## config.mk

```make
export PLATFORM = sky130hd
export DESIGN_NAME = param_stack
export DESIGN_NICKNAME = d
export VERILOG_FILES = /design/src/rtl/param_stack.sv
export SDC_FILE = /design/constraint.sdc
export NUM_CORES = 1
export LEC_CHECK = 0
export ABC_AREA = 1
export BUFFER_PORTS_ARGS = -buffer_cell sky130_fd_sc_hd__buf_2
export CORE_MARGIN = 5
export CORE_UTILIZATION = 58
export CTS_BUF_LIST = sky130_fd_sc_hd__clkbuf_8
export CTS_CLUSTER_SIZE = 16
export DETAILED_ROUTE_END_ITERATION = 10
export GPL_TIMING_DRIVEN = 0
export PLACE_DENSITY = 0.78
export SETUP_SLACK_MARGIN = 0.02
export SYNTH_ARGS = -nofsm -noshare
export SYNTH_HDL_FRONTEND = slang
export SYNTH_SLANG_ARGS = --single-unit
export TNS_END_PERCENT = 30
```

## constraint.sdc

```tcl
create_clock -name clk -period 3.5 [get_ports clk]
set_input_delay 0.525 -clock clk [delete_from_list [all_inputs] [get_ports clk]]
set_output_delay 0.525 -clock clk [all_outputs]
set_load 0.005 [all_outputs]
```

## src/rtl/param_stack.sv

```systemverilog
// LIFO stack with a registered pop result, occupancy flags and sticky overflow/underflow errors.
// Optional build macro PARAM_STACK_PEEK_EN adds a combinational peek port showing the current top entry.
module param_stack #(
  parameter int WIDTH = 32,
  parameter int DEPTH = 16
) (
  input  logic                       clk,
  input  logic                       rst_n,
  input  logic                       push,
  input  logic                       pop,
  input  logic [WIDTH-1:0]           wdata,
  input  logic                       clr_err,
  output logic [WIDTH-1:0]           stack_EX_DM,
  output logic [$clog2(DEPTH+1)-1:0] count,
  output logic                       full,
  output logic                       empty,
  output logic                       ovf,
  output logic                       unf
`ifdef PARAM_STACK_PEEK_EN
  ,
  output logic [WIDTH-1:0]           peek
`endif
);

  localparam int CW = $clog2(DEPTH + 1);
  localparam int AW = $clog2(DEPTH);

  logic [WIDTH-1:0] mem [DEPTH];

  logic [CW-1:0]    count_reg, count_next;
  logic [WIDTH-1:0] dout_reg, dout_next;
  logic             ovf_reg, ovf_next;
  logic             unf_reg, unf_next;

  logic             op_push, op_pop, op_both;
  logic             is_full, is_empty;
  logic             wr_en;
  logic [AW-1:0]    wr_addr;
  logic [AW-1:0]    top_idx;
  logic [WIDTH-1:0] top_data;

  assign op_push  = push & ~pop;
  assign op_pop   = pop & ~push;
  assign op_both  = push & pop;

  // Flags come only from the count register, never from push/pop.
  assign is_full  = (count_reg == CW'(DEPTH));
  assign is_empty = (count_reg == '0);

  // When empty this index wraps to a stale slot; every consumer masks it with is_empty.
  assign top_idx  = AW'(count_reg - CW'(1));
  assign top_data = mem[top_idx];

  always_comb begin
    count_next = count_reg;
    dout_next  = dout_reg;
    ovf_next   = clr_err ? 1'b0 : ovf_reg;
    unf_next   = clr_err ? 1'b0 : unf_reg;
    wr_en      = 1'b0;
    wr_addr    = AW'(count_reg);

    if (op_push) begin
      if (!is_full) begin
        wr_en      = 1'b1;
        count_next = count_reg + CW'(1);
      end else begin
        ovf_next   = 1'b1;
      end
    end else if (op_pop) begin
      if (!is_empty) begin
        dout_next  = top_data;
        count_next = count_reg - CW'(1);
      end else begin
        dout_next  = '0;
        unf_next   = 1'b1;
      end
    end else if (op_both) begin
      // Replace the top in place; on an empty stack the write passes straight through.
      if (!is_empty) begin
        dout_next = top_data;
        wr_en     = 1'b1;
        wr_addr   = top_idx;
      end else begin
        dout_next = wdata;
      end
    end
  end

  always_ff @(posedge clk or negedge rst_n) begin
    if (!rst_n) begin
      count_reg <= '0;
      dout_reg  <= '0;
      ovf_reg   <= 1'b0;
      unf_reg   <= 1'b0;
    end else begin
      count_reg <= count_next;
      dout_reg  <= dout_next;
      ovf_reg   <= ovf_next;
      unf_reg   <= unf_next;
    end
  end

  // Storage carries no reset so it can map onto distributed RAM.
  always_ff @(posedge clk) begin
    if (wr_en) begin
      mem[wr_addr] <= wdata;
    end
  end

  assign stack_EX_DM = dout_reg;
  assign count       = count_reg;
  assign full        = is_full;
  assign empty       = is_empty;
  assign ovf         = ovf_reg;
  assign unf         = unf_reg;

`ifdef PARAM_STACK_PEEK_EN
  assign peek = is_empty ? '0 : top_data;
`endif

endmodule

```

==> flow_summary.json, run 1 <==
{
  "status": "finished with violations",
  "violations": "negative setup slack",
  "clkLatencyLatePin_ns": 0.64,
  "yosys.area_share.simple_pct": 21.4,
  "min_period_ns": 3.76,
  "grt_setup_unrepaired": "yes",
  "numCtsBuffers": 84,
  "cp.depth": 11,
  "cp-startpoint": "count[0]$_DFFE_PN0P_",
  "core_area_mm2": 0.0385,
  "start_kind": "flip-flop",
  "vias_per_cell": 6.07,
  "netlist.area_leader.share_pct": 68.5,
  "critPathMaxFanout": 20,
  "end_kind": "flip-flop",
  "placementRows": 72,
  "p_sw_mw": 9.93,
  "clock-sinks": 551,
  "synth.net_count": 1909,
  "worst_ep_required_time_ns": 3.83,
  "cts_buffer_depth": 3,
  "synth.most_common_cell": "nand2_1",
  "clockPowerShare_pct": 21.7,
  "netlist_instances": 1866,
  "critPathSlowestCell": "nor2_4",
  "ys_warn_count": 0,
  "synth_cell_types": 33,
  "cp_data_arrival_time_ns": 4.10,
  "grt_use_total_pct": 28.7,
  "synthTopCellsByArea": "edfxtp_1 69%, nand3_1 11%, nand2_1 9.0%",
  "syn-cell-area_mm2": 0.0224,
  "via_count": 16094,
  "post-place-ws_ns": -0.516,
  "dp_hpwl_mm": 38.6,
  "drt_iter0_markers": 2618,
  "reg2reg_depth": 11,
  "synth-compound-area-share_pct": 1.79,
  "layout-drive-gt1-share_pct": 16.3,
  "r2r-end": "mem[9][10]$_DFFE_PP_",
  "combinationalPowerShare_pct": 44.0,
  "final_core_util_pct": 67.4,
  "clkTransAtPathRegs_ns": 0.06,
  "setup.worst_path.class": "flip-flop to flip-flop",
  "htreeDepth": 3,
  "cts_root_buf": "clkbuf_8",
  "fmaxAchievable_mhz": 266,
  "r2r-start": "count[0]$_DFFE_PN0P_",
  "antenna_found_initial": 0,
  "final_area_mm2": 0.0259,
  "synth_fa_ha_area_share_pct": 0.335,
  "hold_viol": 0,
  "path_buf_inv": 7,
  "synth-edff-count": 512,
  "tns_ns": -12.36,
  "place.port_buffers": 77,
  "clock_skew_ns": 0.0390,
  "ys_dominant_reg_cell": "edfxtp_1",
  "grt_max_degree": 40,
  "chipWidth_um": 207,
  "floorplan.initialDensity_pct": 58.3,
  "dieHeight_um": 207,
  "p_leak_nw": 9.68,
  "slowest_delay_ns": 0.60,
  "worst_slack_ns": -0.264,
  "vdd_drop_max_uv": 759,
  "yosys-mux-area-fraction_pct": 0,
  "yosysSeqAreaShare_pct": 72.9,
  "post-route-period-util_pct": 108,
  "drc": 0,
  "dieArea_mm2": 0.0427,
  "syn_avg_cell_area_um2": 12.0,
  "synth_common_cells": "539 x nand2_1, 512 x edfxtp_1, 477 x nand3_1, 67 x a21oi_1",
  "post_dp_cell_area_mm2": 0.0240,
  "dr.pass1.iters": 6,
  "largest_reg_flops": 512,
  "powerDensity_mw_per_mm2": 908,
  "crit_path_end": "mem[9][10]$_DFFE_PP_",
  "synth_top_family_by_area": "simple AND/OR/NAND/NOR gates",
  "p_int_mw": 13.6,
  "gp_congestion": 0.872,
  "max_slew.worst_pin.slew_ns": 1.15,
  "power_frac_seq_pct": 34.3,
  "yosys_register_bits": 551,
  "diodes": 0,
  "synth.largest_area_cell": "edfxtp_1",
  "drt_wl_total_mm": 61.8,
  "cts_tree": "built",
  "path_cells": "buf_2, inv_2, buf_8, buf_6, ha_1, inv_1, clkbuf_2, o21ai_1, nand2_1, nor2_4, buf_16",
  "crit_family": "buffers and inverters",
  "slew_viol_final": 0,
  "antenna_left": 0,
  "gr-total-overflow": 0,
  "hp-class": "primary input to flip-flop",
  "io_pins": 78,
  "grt_first_pass_wirelength_mm": 91.7,
  "rrSetupSlack_ns": -0.26,
  "p_sw_share_pct": 42.2,
  "drv_cap": 0,
  "grt_pass1_vias": 15574,
  "synth-async-reset-ratio_pct": 7.08,
  "cts_hold_buf": 0,
  "synth-xor-area-share_pct": 0.151,
  "wl_per_cell_um": 23.3,
  "setup_viol": 72,
  "power_mw": 23.5,
  "relSlewSlack_pct": 23.1,
  "fin_nets": 2104,
  "area_delta_synth_final_pct": 15.6,
  "fillers": 2575
}
==> power groups by stage <==
stage	logic, mW	clock network, mW	registers [mW]
2_1_floorplan	6.18	0	8.22
3_3_place_gp	9.34	0	8.23
3_5_place_dp	9.90	0	8.21
4_1_cts	10.0	5.09	8.07
5_1_grt	11.1	5.46	8.12
6_report	10.4	5.10	8.08
==> layout by cell type, fill, tap and decap left out, drive strengths merged <==
cell and n:
nor3 2, clkinvlp 4, dfrtp 39, o21ai 8
o22ai 2, a21oi 67, clkinv 18, inv 61
edfxtp 512, clkbuf 122, nand3b 1, nor2 55
ha 6, o211ai 1, xor2 3, buf 199
bufinv 2, nand3 488, nand2 542
==> cells by family (layout without fill, tap and decap cells) <==
logic type                 count (synthesis)  count (layout)
and+or+nand+nor                         1088            1088
AOI/OAI and AO/OA                         78              78
adders and majority gates                  6               6
buffers and inverters                    140             406
DFF                                      551             551
xor gates and xnor gates                   3               3
==> repair_timing <==
| action | in CTS | in global routing |
|---|---|---|
| setup buffers | 9 | 7 |
| setup endpoints to repair | 504 | 239 |
| resized for setup | 4 | 4 |
| pin swaps | 12 | 5 |
==> metal layers <==
layer	wire length, um	vias to the layer above	GRT usage (%)
met3	7590	191	6.84
li1	-	7029	-
met4	2510	0	12.5
met2	29200	1226	45.3
met1	22500	7648	38.7
met5	0	-	0
==> layout make-up <==
type | instances | area, um2 | share of cell area [%]
buffer | 117 | 702 | 2.71
clock inverter | 62 | 315 | 1.22
multi-input combinational | 1175 | 5440 | 21.0
timing repair buffer | 109 | 1090 | 4.19
clock buffer | 95 | 1310 | 5.04
tap | 518 | 648 | 2.50
sequential | 551 | 16400 | 63.0
inverter | 23 | 87.6 | 0.338
==> how the worst min path moves through the flow <==
stage	startpoint	slack [ns]	endpoint	cells after the start
detailed placement	count[4]$_DFFE_PN0P_	0.51	count[4]$_DFFE_PN0P_	2
global placement	stack_EX_DM[18]$_DFFE_PN0P_	0.50	stack_EX_DM[18]$_DFFE_PN0P_	2
global route	clr_err	0.1	ovf$_DFF_PN0_	2
finish	clr_err	0.09	unf$_DFF_PN0_	2
floorplan	rst_n	0.23	count[0]$_DFFE_PN0P_	0
CTS	clr_err	0.07	unf$_DFF_PN0_	2
==> per-stage QoR <==
step	hold WS (ns)	instances
2_1_floorplan	0.229	1866
3_3_place_gp	0.503	2461
3_5_place_dp	0.511	2477
4_1_cts	0.0697	2643
5_1_grt	0.0979	2650
6_report	0.0908	2650
No activity file was read; power rests on OpenSTA's default activity.
==> run 2, diff against run 1 <==
REMOVE_ABC_BUFFERS = 1   (was not set)
==> flow_summary.json, run 2 (synthesized netlist as in run 1, its figures left out) <==
{
  "cts_hold_buf": 0,
  "p_sw_share_pct": 40.6,
  "powerDensity_mw_per_mm2": 908,
  "placementRows": 72,
  "tns_ns": -0.0331,
  "cts_buffer_depth": 3,
  "numCtsBuffers": 85,
  "dp_hpwl_mm": 29.4,
  "reg2reg_depth": 14,
  "start_kind": "flip-flop",
  "largest_reg_flops": 512,
  "post-place-ws_ns": -2.80,
  "clock_skew_ns": 0.0253,
  "dr.pass1.iters": 6,
  "violations": "negative setup slack",
  "layout-drive-gt1-share_pct": 15.0,
  "antenna_found_initial": 1,
  "fmaxAchievable_mhz": 285,
  "r2r-end": "mem[6][17]$_DFFE_PP_",
  "worst_slack_ns": -0.0122,
  "gp_congestion": 0.742,
  "clock-sinks": 551,
  "wl_per_cell_um": 24.1,
  "grt_max_degree": 137,
  "r2r-start": "count[0]$_DFFE_PN0P_",
  "clockPowerShare_pct": 22.1,
  "dieArea_mm2": 0.0427,
  "fin_nets": 2023,
  "hold_viol": 0,
  "holdWs_ns": 0.143,
  "dieHeight_um": 207,
  "rrSetupSlack_ns": -0.01,
  "setup.worst_path.class": "flip-flop to flip-flop",
  "gr-total-overflow": 0,
  "slew_viol_final": 0,
  "floorplan.initialDensity_pct": 58.3,
  "cp_data_arrival_time_ns": 3.82,
  "power_mw": 23.6,
  "final_common_cell": "nand2_1",
  "critPathMaxFanout": 45,
  "place.port_buffers": 77,
  "cts_tree": "built",
  "p_sw_mw": 9.56,
  "drt_wl_total_mm": 61.9,
  "worst_ep_required_time_ns": 3.81,
  "clkTransAtPathRegs_ns": 0.06,
  "p_int_mw": 14.0,
  "final_cell_mix": "533 x nand2_1, 512 x edfxtp_1, 477 x nand3_1",
  "p_leak_nw": 9.58,
  "grt_first_pass_wirelength_mm": 92.4,
  "setup_viol": 6,
  "vias_per_cell": 6.13,
  "drv_cap": 0,
  "area_delta_synth_final_pct": 15.6,
  "cts_root_buf": "clkbuf_8",
  "htreeDepth": 3,
  "stdcell_count": 2568,
  "grt_pass1_vias": 15616,
  "clkLatencyLatePin_ns": 0.63,
  "grt_setup_unrepaired": "yes",
  "vdd_drop_max_uv": 854,
  "end_kind": "flip-flop",
  "power_frac_seq_pct": 34.4,
  "min_period_ns": 3.51,
  "core_area_mm2": 0.0385,
  "dp_cells": 2371,
  "relSlewSlack_pct": 19.7,
  "max_slew.worst_pin.slew_ns": 1.20,
  "io_pins": 78,
  "post-route-period-util_pct": 100,
  "drc": 0,
  "via_count": 15750,
  "fillers": 2512,
  "antenna_left": 0,
  "status": "finished with violations",
  "grt_use_total_pct": 29.2,
  "chipWidth_um": 207,
  "drt_iter0_markers": 2328,
  "combinationalPowerShare_pct": 43.6,
  "hp-class": "primary input to async pin"
}
-- run 2: cell count changes in the layout (fill, tap and decap cells not counted), moves of 4 or more --
cell and change:
inv_1 -9, clkbuf_8 +5, buf_2 -51, buf_12 +13, clkinv_1 +5, buf_4 -4
bufbuf_16 +5, clkbuf_1 -25, buf_1 -8, buf_6 -12
-- run 2: worst max-delay path by stage --
stage / startpoint / to / slack (ns) / cells past startpoint
after floorplan: count[0]$_DFFE_PN0P_ / mem[13][0]$_DFFE_PP_ / -12.05 / 6
after global placement: count[0]$_DFFE_PN0P_ / mem[0][2]$_DFFE_PP_ / -26.54 / 6
after detailed placement: count[0]$_DFFE_PN0P_ / mem[7][2]$_DFFE_PP_ / -2.80 / 14
after CTS: count[0]$_DFFE_PN0P_ / mem[6][27]$_DFFE_PP_ / 0.04 / 14
after global routing: count[0]$_DFFE_PN0P_ / mem[6][17]$_DFFE_PP_ / -0.03 / 14
final: count[0]$_DFFE_PN0P_ / mem[6][17]$_DFFE_PP_ / -0.01 / 14
-- run 2: worst max-delay path: stages (launching register included) --
cell and delay, ns:
dfrtp_4 0.52, buf_16 0.28, inv_16 0.13, ha_1 0.26, inv_1 0.06, nand2_1 0.09
nand2_4 0.23, buf_16 0.23, clkinv_16 0.17, o22ai_2 0.19, nand2_1 0.10, inv_1 0.08
nand2_1 0.24, nor2_4 0.32, buf_16 0.21
-- run 2: area by class of cell --
type | count | area [um2] | area share (%)
flip-flops and latches | 551 | 16400 | 63.0
multi-input cells | 1176 | 5490 | 21.1
repair buffers | 140 | 1630 | 6.27
clock buffers | 100 | 1380 | 5.30
well taps | 518 | 648 | 2.50
clock inverters | 55 | 272 | 1.05
inverters | 23 | 145 | 0.559
repair inverters | 3 | 33.8 | 0.130
diodes | 2 | 5.00 | 0.0193
-- run 2: metal layers --
metal / vias to the layer above / part of all wire, % / global-route usage, %
li1: 6880 / - / -
met1: 7458 / 35 / 38.3
met2: 1155 / 47 / 46.8
met3: 257 / 13 / 6.05
met4: 0 / 5.4 / 15.2
met5: - / 0 / 0
-- run 2: power groups by stage --
stage / combinational, mW / clock [mW] / sequential, mW
finish: 10.3 / 5.20 / 8.11
global route: 11.0 / 5.58 / 8.15
CTS: 9.97 / 5.16 / 8.10
detailed placement: 8.75 / 0 / 8.36
global placement: 5.41 / 0 / 8.38
floorplan: 5.10 / 0 / 8.44
-- run 2: repair_timing --
item,CTS,global route
pin swaps,17,4
gates resized for setup,10,2
setup endpoints to repair,551,225
setup buffers,28,3
gates cloned,9,0
-- run 2: stage by stage --
stage	util (%)	instance area (um2)
CTS	67.4	25900
detailed placement	61.3	23600
finish	67.5	25900
global placement	59.2	22800
global route	67.4	25900
floorplan	-	21700
